### src/rtl/spi_request_scheduler.sv
// Shares the SPI handler between periodic thermometer polls and on-demand program reads.
// One req/ready handshake at a time; hung handshake phases are aborted and counted.
module spi_request_scheduler #(
    parameter int g_poll_period = 10000,
    parameter int g_timeout     = 4000
) (
    input  logic       i_clk,
    input  logic       i_reset_n,
    input  logic       i_prog_req,
    output logic       o_prog_busy,
    output logic       o_prog_done,
    output logic       o_read_program,
    input  logic       i_program_ready,
    output logic       o_read_therm,
    input  logic       i_therm_ready,
    input  logic [9:0] i_spi_temperature,
    output logic [9:0] o_temperature,
    output logic       o_temp_update,
    output logic       o_temp_valid,
    output logic       o_timeout,
    output logic [7:0] o_err_count
);

    localparam int POLL_W = (g_poll_period > 2) ? $clog2(g_poll_period) : 1;
    localparam int TO_W   = (g_timeout > 2) ? $clog2(g_timeout) : 1;
    localparam logic [POLL_W-1:0] POLL_LAST = POLL_W'(g_poll_period - 1);
    localparam logic [TO_W-1:0]   TO_LAST   = TO_W'(g_timeout - 1);

    typedef enum logic [2:0] {
        IDLE,
        T_REQ,
        T_REL,
        P_REQ,
        P_REL
    } state_t;

    state_t            state;
    state_t            state_nxt;
    logic [POLL_W-1:0] poll_cnt;
    logic              poll_pend;
    logic              prog_pend;
    logic [TO_W-1:0]   phase_cnt;
    logic              phase_expired;
    logic              phase_enter;
    logic              read_therm_nxt;
    logic              read_program_nxt;
    logic              temp_update_nxt;
    logic              prog_done_nxt;
    logic              timeout_nxt;
    logic              latch_temp;

    assign phase_expired = (phase_cnt == TO_LAST);
    assign phase_enter   = (state_nxt != state) && (state_nxt != IDLE);
    assign o_prog_busy   = prog_pend || (state == P_REQ) || (state == P_REL);

    // Next-state and next-output decode; a ready seen in the expiry cycle still wins.
    always_comb begin
        state_nxt        = state;
        read_therm_nxt   = 1'b0;
        read_program_nxt = 1'b0;
        temp_update_nxt  = 1'b0;
        prog_done_nxt    = 1'b0;
        timeout_nxt      = 1'b0;
        latch_temp       = 1'b0;
        case (state)
            IDLE: begin
                if (!i_therm_ready && !i_program_ready) begin
                    if (poll_pend) begin
                        state_nxt      = T_REQ;
                        read_therm_nxt = 1'b1;
                    end else if (prog_pend) begin
                        state_nxt        = P_REQ;
                        read_program_nxt = 1'b1;
                    end
                end
            end
            T_REQ: begin
                if (i_therm_ready) begin
                    state_nxt       = T_REL;
                    latch_temp      = 1'b1;
                    temp_update_nxt = 1'b1;
                end else if (phase_expired) begin
                    state_nxt   = IDLE;
                    timeout_nxt = 1'b1;
                end else begin
                    read_therm_nxt = 1'b1;
                end
            end
            T_REL: begin
                if (!i_therm_ready) begin
                    state_nxt = IDLE;
                end else if (phase_expired) begin
                    state_nxt   = IDLE;
                    timeout_nxt = 1'b1;
                end
            end
            P_REQ: begin
                if (i_program_ready) begin
                    state_nxt = P_REL;
                end else if (phase_expired) begin
                    state_nxt   = IDLE;
                    timeout_nxt = 1'b1;
                end else begin
                    read_program_nxt = 1'b1;
                end
            end
            P_REL: begin
                if (!i_program_ready) begin
                    state_nxt     = IDLE;
                    prog_done_nxt = 1'b1;
                end else if (phase_expired) begin
                    state_nxt   = IDLE;
                    timeout_nxt = 1'b1;
                end
            end
            default: state_nxt = IDLE;
        endcase
    end

    always_ff @(posedge i_clk) begin
        if (!i_reset_n) begin
            state          <= IDLE;
            o_read_therm   <= 1'b0;
            o_read_program <= 1'b0;
            o_temp_update  <= 1'b0;
            o_prog_done    <= 1'b0;
            o_timeout      <= 1'b0;
            o_temperature  <= '0;
            o_temp_valid   <= 1'b0;
            o_err_count    <= '0;
        end else begin
            state          <= state_nxt;
            o_read_therm   <= read_therm_nxt;
            o_read_program <= read_program_nxt;
            o_temp_update  <= temp_update_nxt;
            o_prog_done    <= prog_done_nxt;
            o_timeout      <= timeout_nxt;
            if (latch_temp) begin
                o_temperature <= i_spi_temperature;
                o_temp_valid  <= 1'b1;
            end
            if (timeout_nxt && (o_err_count != 8'hFF)) begin
                o_err_count <= o_err_count + 8'd1;
            end
        end
    end

    // A fresh terminal count re-arms the poll even when it lands on the grant edge.
    always_ff @(posedge i_clk) begin
        if (!i_reset_n) begin
            poll_cnt  <= '0;
            poll_pend <= 1'b0;
        end else begin
            if (poll_cnt == POLL_LAST) begin
                poll_cnt  <= '0;
                poll_pend <= 1'b1;
            end else begin
                poll_cnt <= poll_cnt + POLL_W'(1);
                if ((state == IDLE) && (state_nxt == T_REQ)) begin
                    poll_pend <= 1'b0;
                end
            end
        end
    end

    always_ff @(posedge i_clk) begin
        if (!i_reset_n) begin
            prog_pend <= 1'b0;
        end else if ((state == IDLE) && (state_nxt == P_REQ)) begin
            prog_pend <= 1'b0;
        end else if (i_prog_req && (state != P_REQ) && (state != P_REL)) begin
            prog_pend <= 1'b1;
        end
    end

    always_ff @(posedge i_clk) begin
        if (!i_reset_n) begin
            phase_cnt <= '0;
        end else if (phase_enter) begin
            phase_cnt <= '0;
        end else if (state != IDLE) begin
            phase_cnt <= phase_cnt + TO_W'(1);
        end
    end

endmodule

### config.mk
export PLATFORM = sky130hd
export DESIGN_NAME = spi_request_scheduler
export DESIGN_NICKNAME = d
export VERILOG_FILES = /design/src/rtl/spi_request_scheduler.sv
export SDC_FILE = /design/constraint.sdc
export NUM_CORES = 1
export LEC_CHECK = 0
export ABC_AREA = 1
export BUFFER_PORTS_ARGS = -buffer_cell sky130_fd_sc_hd__buf_2
export CORE_MARGIN = 2
export CORE_UTILIZATION = 32
export DETAILED_ROUTE_END_ITERATION = 8
export PLACE_DENSITY = 0.46
export SLEW_MARGIN = 20
export SYNTH_ARGS = -nofsm -noshare
export SYNTH_HDL_FRONTEND = slang
export SYNTH_SLANG_ARGS = --single-unit
### constraint.sdc
create_clock -name i_clk -period 2.1 [get_ports i_clk]
set_input_delay 0.315 -clock i_clk [delete_from_list [all_inputs] [get_ports i_clk]]
set_output_delay 0.315 -clock i_clk [all_outputs]
set_load 0.02 [all_outputs]
==> impl_results.md, run 1 <==
- Status: finished, final reports clean
- Port Buf Inserts: 39
- CTS buffer count: 5
- Antenna cells: 0
- Fin worst setup slack: 0.233 ns
- Worst Path Required: 2.30 ns
- Hold-fix buffers, CTS: 0
- Count of final hold-check violations: 0
- Vias per std cell: 4.56
- PD cells: a little under 600 nW/um^2
- Setup TNS: 0 ns
- Peak Freq: around 0.54 GHz
- Initial core utilization: 0.327
- Initial DRC count: 82
- Total Power: between 0.0015 and 0.002 W
- Clk_lat worst skew: about 0.32 ns
- Max VDD drop: 0.234 mV
- EDFF count, synth: 0
- Synth top area share: 0.412
- Period Utilization, post-route: 0.889
- Site Rows: 33
- Final wirelength: 5800 microns
- Mapped Cells: ~370
- Routed vias: 2,367
- CTS Sinks: 55
- Post-place instance area: 3010 sq um
- Wirelength per Cell: 11.2 microns
- Largest net degree at the start of global routing: 21
- Post-synth cell types: 35
- Asr flop ratio synth: 0
- Fillers: 889
- IO Pins: 40
- Gr ovfl total: 0
- Worst hold path type: in2reg
- CP Launch Type: register
- Drt first pass iters: 4
- CP endpoint kind: register
- Post-synthesis register bit count: 55
- Mean Syn Cell Area: between 7 and 8 sq um
- Post-DP HPWL: ~4400 microns
- Clk_skew: 0.0149 ns
- Placer congestion estimate: 0.844
- Syn Nets: 385
- CP arrival: 2.07 ns
- Crit path kind: reg2reg
- Top cells by area, synth: dfxtp_1 41%, nor2_1 8.7%, nand2_1 7.2%, inv_1 6.9%, nand3_1 5.1%
- ANT nets after route: 0
- RSZ-0062 raised after global routing: no
- Die Footprint: around 9000 sq um
- Sequential share of the synthesized area: 0.412
- GRT Util Overall: 0.135
- P_leak: 1.28 nW
- Worst slack at placement: 0.219 ns
- Max-slew violation count: 0
- CTS tree: done
- Depth of the CTS H-tree: 2
- Vias in the first global route: 2,200
- Post-route DRC violation count: 0
- Largest buffer count on any clock path: 2
- Worst-path clk slew: 0.12 ns
- Worst-Margin Slew: 0.395 ns
- Top_reg_cell synth: dfxtp_1
- Fin crit period: roughly 1.9 ns
- Ys Warns: 0
- CTS root buf: clkbuf_8
- Layout cells sized above 1: 0.191
- CP Max Fanout: 12
- Max cap viols: 0
- Cell area after synthesis: 2670 sq um
- Die extent in x: 95.4 microns
- Final net count: 431
- Dpl cells: 511
- Final Cell Area: 3120 sq um
- Rel. slew slack: 0.737
- Die Ht: 95.4 microns
- Final setup viols: 0
- First-pass GRT wire length: 9840 microns
- Synth area leader: dfxtp_1
- Layout area overhead: 16.8%
- Post-Layout Cell Count: just over 500
- Core Box Area: 8180 sq um
- Antenna violations before repair: 0
[metrics by stage]
stage               utilization  hold WS (ns)
global route              0.382         0.207
global placement          0.369         0.445
finish                    0.382         0.204
detailed placement        0.369         0.449
floorplan                     -         0.430
CTS                       0.381         0.190
[cell families after synthesis]
logic type	share of synthesized area
buf+inv	0.0889
flops	0.412
mux	0.00374
simple gates	0.345
xor+xnor	0.0491
compound gates	0.0875
fa+ha+maj	0.0140
[Yosys cell counts, drive strengths merged, types with 3 or more instances]
master  count
ha          3
nand3      28
dfxtp      55
inv        49
nor3b       3
clkbuf      5
nand2      54
nand4      10
buf         4
xor2       12
xnor2       3
nor2       77
nor3       14
o21ai      19
a21oi      18
[routing by layer]
layer | global-route usage | vias to the layer above | share of wire
met5 | 0 | - | 0
met3 | 0.0253 | 11 | 0.028
met4 | 0.0500 | 0 | 0.021
li1 | - | 1269 | -
met2 | 0.205 | 33 | 0.44
met1 | 0.191 | 1054 | 0.51
[what timing repair did]
action	4_1_cts	5_1_grt
resized for setup	0	1
buffers inserted	0	0
setup endpoints to repair	0	2
[final timing paths]
path / from / endpoint / slack (ns) / cells after the start
worst min register to register: poll_cnt[0]$_SDFF_PP0_ / poll_cnt[0]$_SDFF_PP0_ / 0.47 / 1
worst max-delay path: phase_cnt[1]$_SDFFE_PP0N_ / phase_cnt[7]$_SDFFE_PP0N_ / 0.23 / 10
worst min-delay path: i_spi_temperature[3] / o_temperature[3]$_SDFFE_PN0P_ / 0.20 / 3
worst max register to register: phase_cnt[1]$_SDFFE_PP0N_ / phase_cnt[7]$_SDFFE_PP0N_ / 0.23 / 10
[placed cells by master (no fill, tap or decap), types with 3 or more instances in the layout]
| master | Yosys | final |
|---|---|---|
| a21oi_1 | 17 | 17 |
| buf_2 | 1 | 39 |
| buf_4 | 1 | 9 |
| clkbuf_8 | 0 | 5 |
| dfxtp_1 | 55 | 55 |
| ha_1 | 3 | 3 |
| inv_1 | 49 | 49 |
| nand2_1 | 51 | 51 |
| nand2_2 | 3 | 3 |
| nand3_1 | 27 | 27 |
| nand4_1 | 9 | 9 |
| nor2_1 | 62 | 62 |
| nor2_2 | 11 | 11 |
| nor2_4 | 4 | 4 |
| nor3_1 | 13 | 12 |
| nor3b_1 | 3 | 3 |
| o21ai_0 | 17 | 17 |
| xnor2_1 | 3 | 3 |
| xor2_1 | 12 | 12 |
[state kept, by name (all words and copies together), names as in the netlist]
signal	cells
poll_cnt	14
phase_cnt	12
o_temperature	10
o_err_count	8
state	3
o_prog_done	1
o_read_program	1
o_read_therm	1
o_temp_update	1
o_temp_valid	1
o_timeout	1
poll_pend	1
prog_pend	1
[final cells by class]
type                       count  area [sq um]  area share
timing repair buffer          48           263      0.0842
inverter                      49           184      0.0589
clock buffer                   5          68.8      0.0220
tap                          105           131      0.0421
multi-input combinational    254          1340       0.429
clock inverter                 3          33.8      0.0108
sequential                    55          1100       0.353
[power by group]
part	total [W]	switching (W)	internal, W
Combinational	0.000131	0.0000847	0.0000461
Clock	0.000645	0.000393	0.000252
Sequential	0.00107	0.0000125	0.00106
Total	0.00185	0.000490	0.00136
[worst max-delay path, stage by stage (launching register included)]
cell	delay (ns)
dfxtp_1	0.36
ha_1	0.17
nand2_1	0.12
nor2_4	0.14
nand3_4	0.11
o21ai_1	0.18
o21ai_0	0.14
nand3_1	0.10
nand2_1	0.06
nand2_2	0.29
nor2_1	0.07
No activity file was read; power rests on OpenSTA's default activity.
==> run 2, diff against run 1 <==
--- a/config.mk
+++ b/config.mk
@@ -9,6 +9,7 @@
 export BUFFER_PORTS_ARGS = -buffer_cell sky130_fd_sc_hd__buf_2
 export CORE_MARGIN = 2
 export CORE_UTILIZATION = 32
+export CTS_BUF_LIST = sky130_fd_sc_hd__clkbuf_16
 export DETAILED_ROUTE_END_ITERATION = 8
 export PLACE_DENSITY = 0.46
 export SLEW_MARGIN = 20
==> impl_results.md, run 2 (synthesized netlist as in run 1, its figures left out) <==
- Status: finished, final reports clean
- CTS root buf: clkbuf_16
- Layout area overhead: 18.9%
- Die extent in x: 95.4 microns (unchanged)
- Post-Layout Cell Count: 519 (unchanged)
- Max-slew violation count: 0 (unchanged)
- Max reg flops: 14 (unchanged)
- Die Ht: 95.4 microns (unchanged)
- P_leak: 1.31 nW (+2.0%)
- Commonest cells after routing, fill and taps aside: 62 x nor2_1, 55 x dfxtp_1, 51 x nand2_1
- Setup TNS: 0 ns (unchanged)
- Largest buffer count on any clock path: 2 (unchanged)
- Antenna cells: 0 (unchanged)
- CTS buffer count: 5 (unchanged)
- PD cells: 654 nW/um^2 (+10%)
- Worst Path Required: 2.27 ns (-0.03 ns)
- Clk_skew: 0.00804 ns (-0.00688 ns)
- Final wirelength: 5810 microns (+0.16%)
- Vias in the first global route: 2,198 (-0.091%)
- Worst-path clk slew: 0.08 ns (-0.04 ns)
- First-pass GRT wire length: 9830 microns (-0.14%)
- Worst-Margin Slew: 0.386 ns (-0.00822 ns)
- Placer congestion estimate: 0.844 (unchanged)
- Layout cells sized above 1: 0.191 (unchanged)
- Site Rows: 33 (unchanged)
- Depth of the CTS H-tree: 2 (unchanged)
- Final net count: 431 (unchanged)
- Crit path top cell by count: nand2_1
- CP Max Fanout: 12 (unchanged)
- Clk_lat worst skew: 0.30 ns (-0.02 ns)
- Antenna violations before repair: 0 (unchanged)
- Count of final hold-check violations: 0 (unchanged)
- IO Pins: 40 (unchanged)
- Max VDD drop: 0.333 mV (+42%)
- Gr ovfl total: 0 (unchanged)
- Fin crit period: 1.87 ns (-0.000254 ns)
- Final setup viols: 0 (unchanged)
- Total Power: 0.00208 W (+12%)
- CTS Sinks: 55 (unchanged)
- Period Utilization, post-route: 0.889 (about the same)
- CP max-delay cell: dfxtp_1
- Die Footprint: 9100 sq um (unchanged)
- CP Launch Type: register
- Routed vias: 2,361 (-0.25%)
- Post-route DRC violation count: 0 (unchanged)
- Post-DP HPWL: 4410 microns (unchanged)
- Peak Freq: 0.536 GHz (about the same)
- Port Buf Inserts: 39 (unchanged)
- Critical path, cell by cell: ha_1 > nand2_1 > nor2_4 > nand3_4 > o21ai_1 > o21ai_0 > nand3_1 > nand2_1 > nand2_2 > nor2_1
- Most flops, register: poll_cnt
- Most common cell after layout, fill and taps aside: nor2_1
- Rel. slew slack: 0.742 (+0.00549)
- Crit path buf inv count: 0 (unchanged)
- Initial core utilization: 0.327 (unchanged)
- Largest net degree at the start of global routing: 21 (unchanged)
- Crit-path max cell delay: 0.35 ns (about the same)
- ANT nets after route: 0 (unchanged)
- RSZ-0062 raised after global routing: no
- Core Box Area: 8180 sq um (unchanged)
- Worst slack at placement: 0.219 ns (unchanged)
- CTS tree: done
- Crit path kind: reg2reg
- Dpl cells: 511 (unchanged)
- CP endpoint kind: register
- Fin worst setup slack: 0.233 ns (+0.000254 ns)
- Wirelength per Cell: 11.2 microns (+0.16%)
- Initial DRC count: 66 (-20%)
- Crit path max-delay family: simple AND/OR/NAND/NOR gates
- Vias per std cell: 4.55 (-0.25%)
- Worst hold path type: in2reg
- Drt first pass iters: 4 (unchanged)
- GRT Util Overall: 0.136 (+0.000707)
- Top flop regs: poll_cnt: 14 flops, phase_cnt: 12 flops, o_temperature: 10 flops
- CP arrival: 2.04 ns (-0.03 ns)
- Fillers: 881 (-0.90%)
- Max cap viols: 0 (unchanged)
run 2: where the power goes:
group | total (W) | internal, W | switching, W
sequential | 0.00107 | 0.00106 | 0.0000125
combinational | 0.000131 | 0.0000461 | 0.0000847
clock | 0.000877 | 0.000460 | 0.000417
run 2: tightest hold or removal path, cell delays in order:
cell and delay, ns:
buf_2 0.07, nor2_1 0.03, nor2_1 0.08
run 2: worst paths after layout:
| check | from | endpoint | slack, ns | cells past startpoint |
|---|---|---|---|---|
| worst max-delay path | phase_cnt[1]$_SDFFE_PP0N_ | phase_cnt[7]$_SDFFE_PP0N_ | 0.23 | 10 |
| worst min-delay path | i_spi_temperature[6] | o_temperature[6]$_SDFFE_PN0P_ | 0.24 | 3 |
| worst max register to register | phase_cnt[1]$_SDFFE_PP0N_ | phase_cnt[7]$_SDFFE_PP0N_ | 0.23 | 10 |
| worst min register to register | poll_cnt[0]$_SDFF_PP0_ | poll_cnt[0]$_SDFF_PP0_ | 0.47 | 1 |
run 2: routing by layer:
metal,up-vias,GRT usage,part of all wire,wire (microns)
li1,1269,-,-,-
met1,1052,0.193,0.52,3000
met2,30,0.202,0.44,2530
met3,10,0.0277,0.028,160
met4,0,0.0536,0.020,115
met5,-,0,0,0
run 2: what timing repair did:
item                       in CTS  in global routing
setup endpoints to repair       0                  2
hold buffers                    0                  0
gates resized for setup         0                  1
buffers inserted                0                  0
run 2: metrics by stage:
stage	instance area, sq um	util	hold WS [ns]
floorplan	2670	-	0.430
global placement	3010	0.369	0.445
detailed placement	3010	0.369	0.449
CTS	3170	0.388	0.224
global route	3180	0.389	0.239
finish	3180	0.389	0.237
run 2: layout make-up:
| class | count | area, sq um | share of cell area |
|---|---|---|---|
| multi-input cells | 254 | 1340 | 0.422 |
| flip-flops and latches | 55 | 1100 | 0.346 |
| repair buffers | 48 | 263 | 0.0827 |
| inverters | 49 | 184 | 0.0579 |
| well taps | 105 | 131 | 0.0413 |
| clock buffers | 5 | 125 | 0.0394 |
| clock inverters | 3 | 33.8 | 0.0106 |
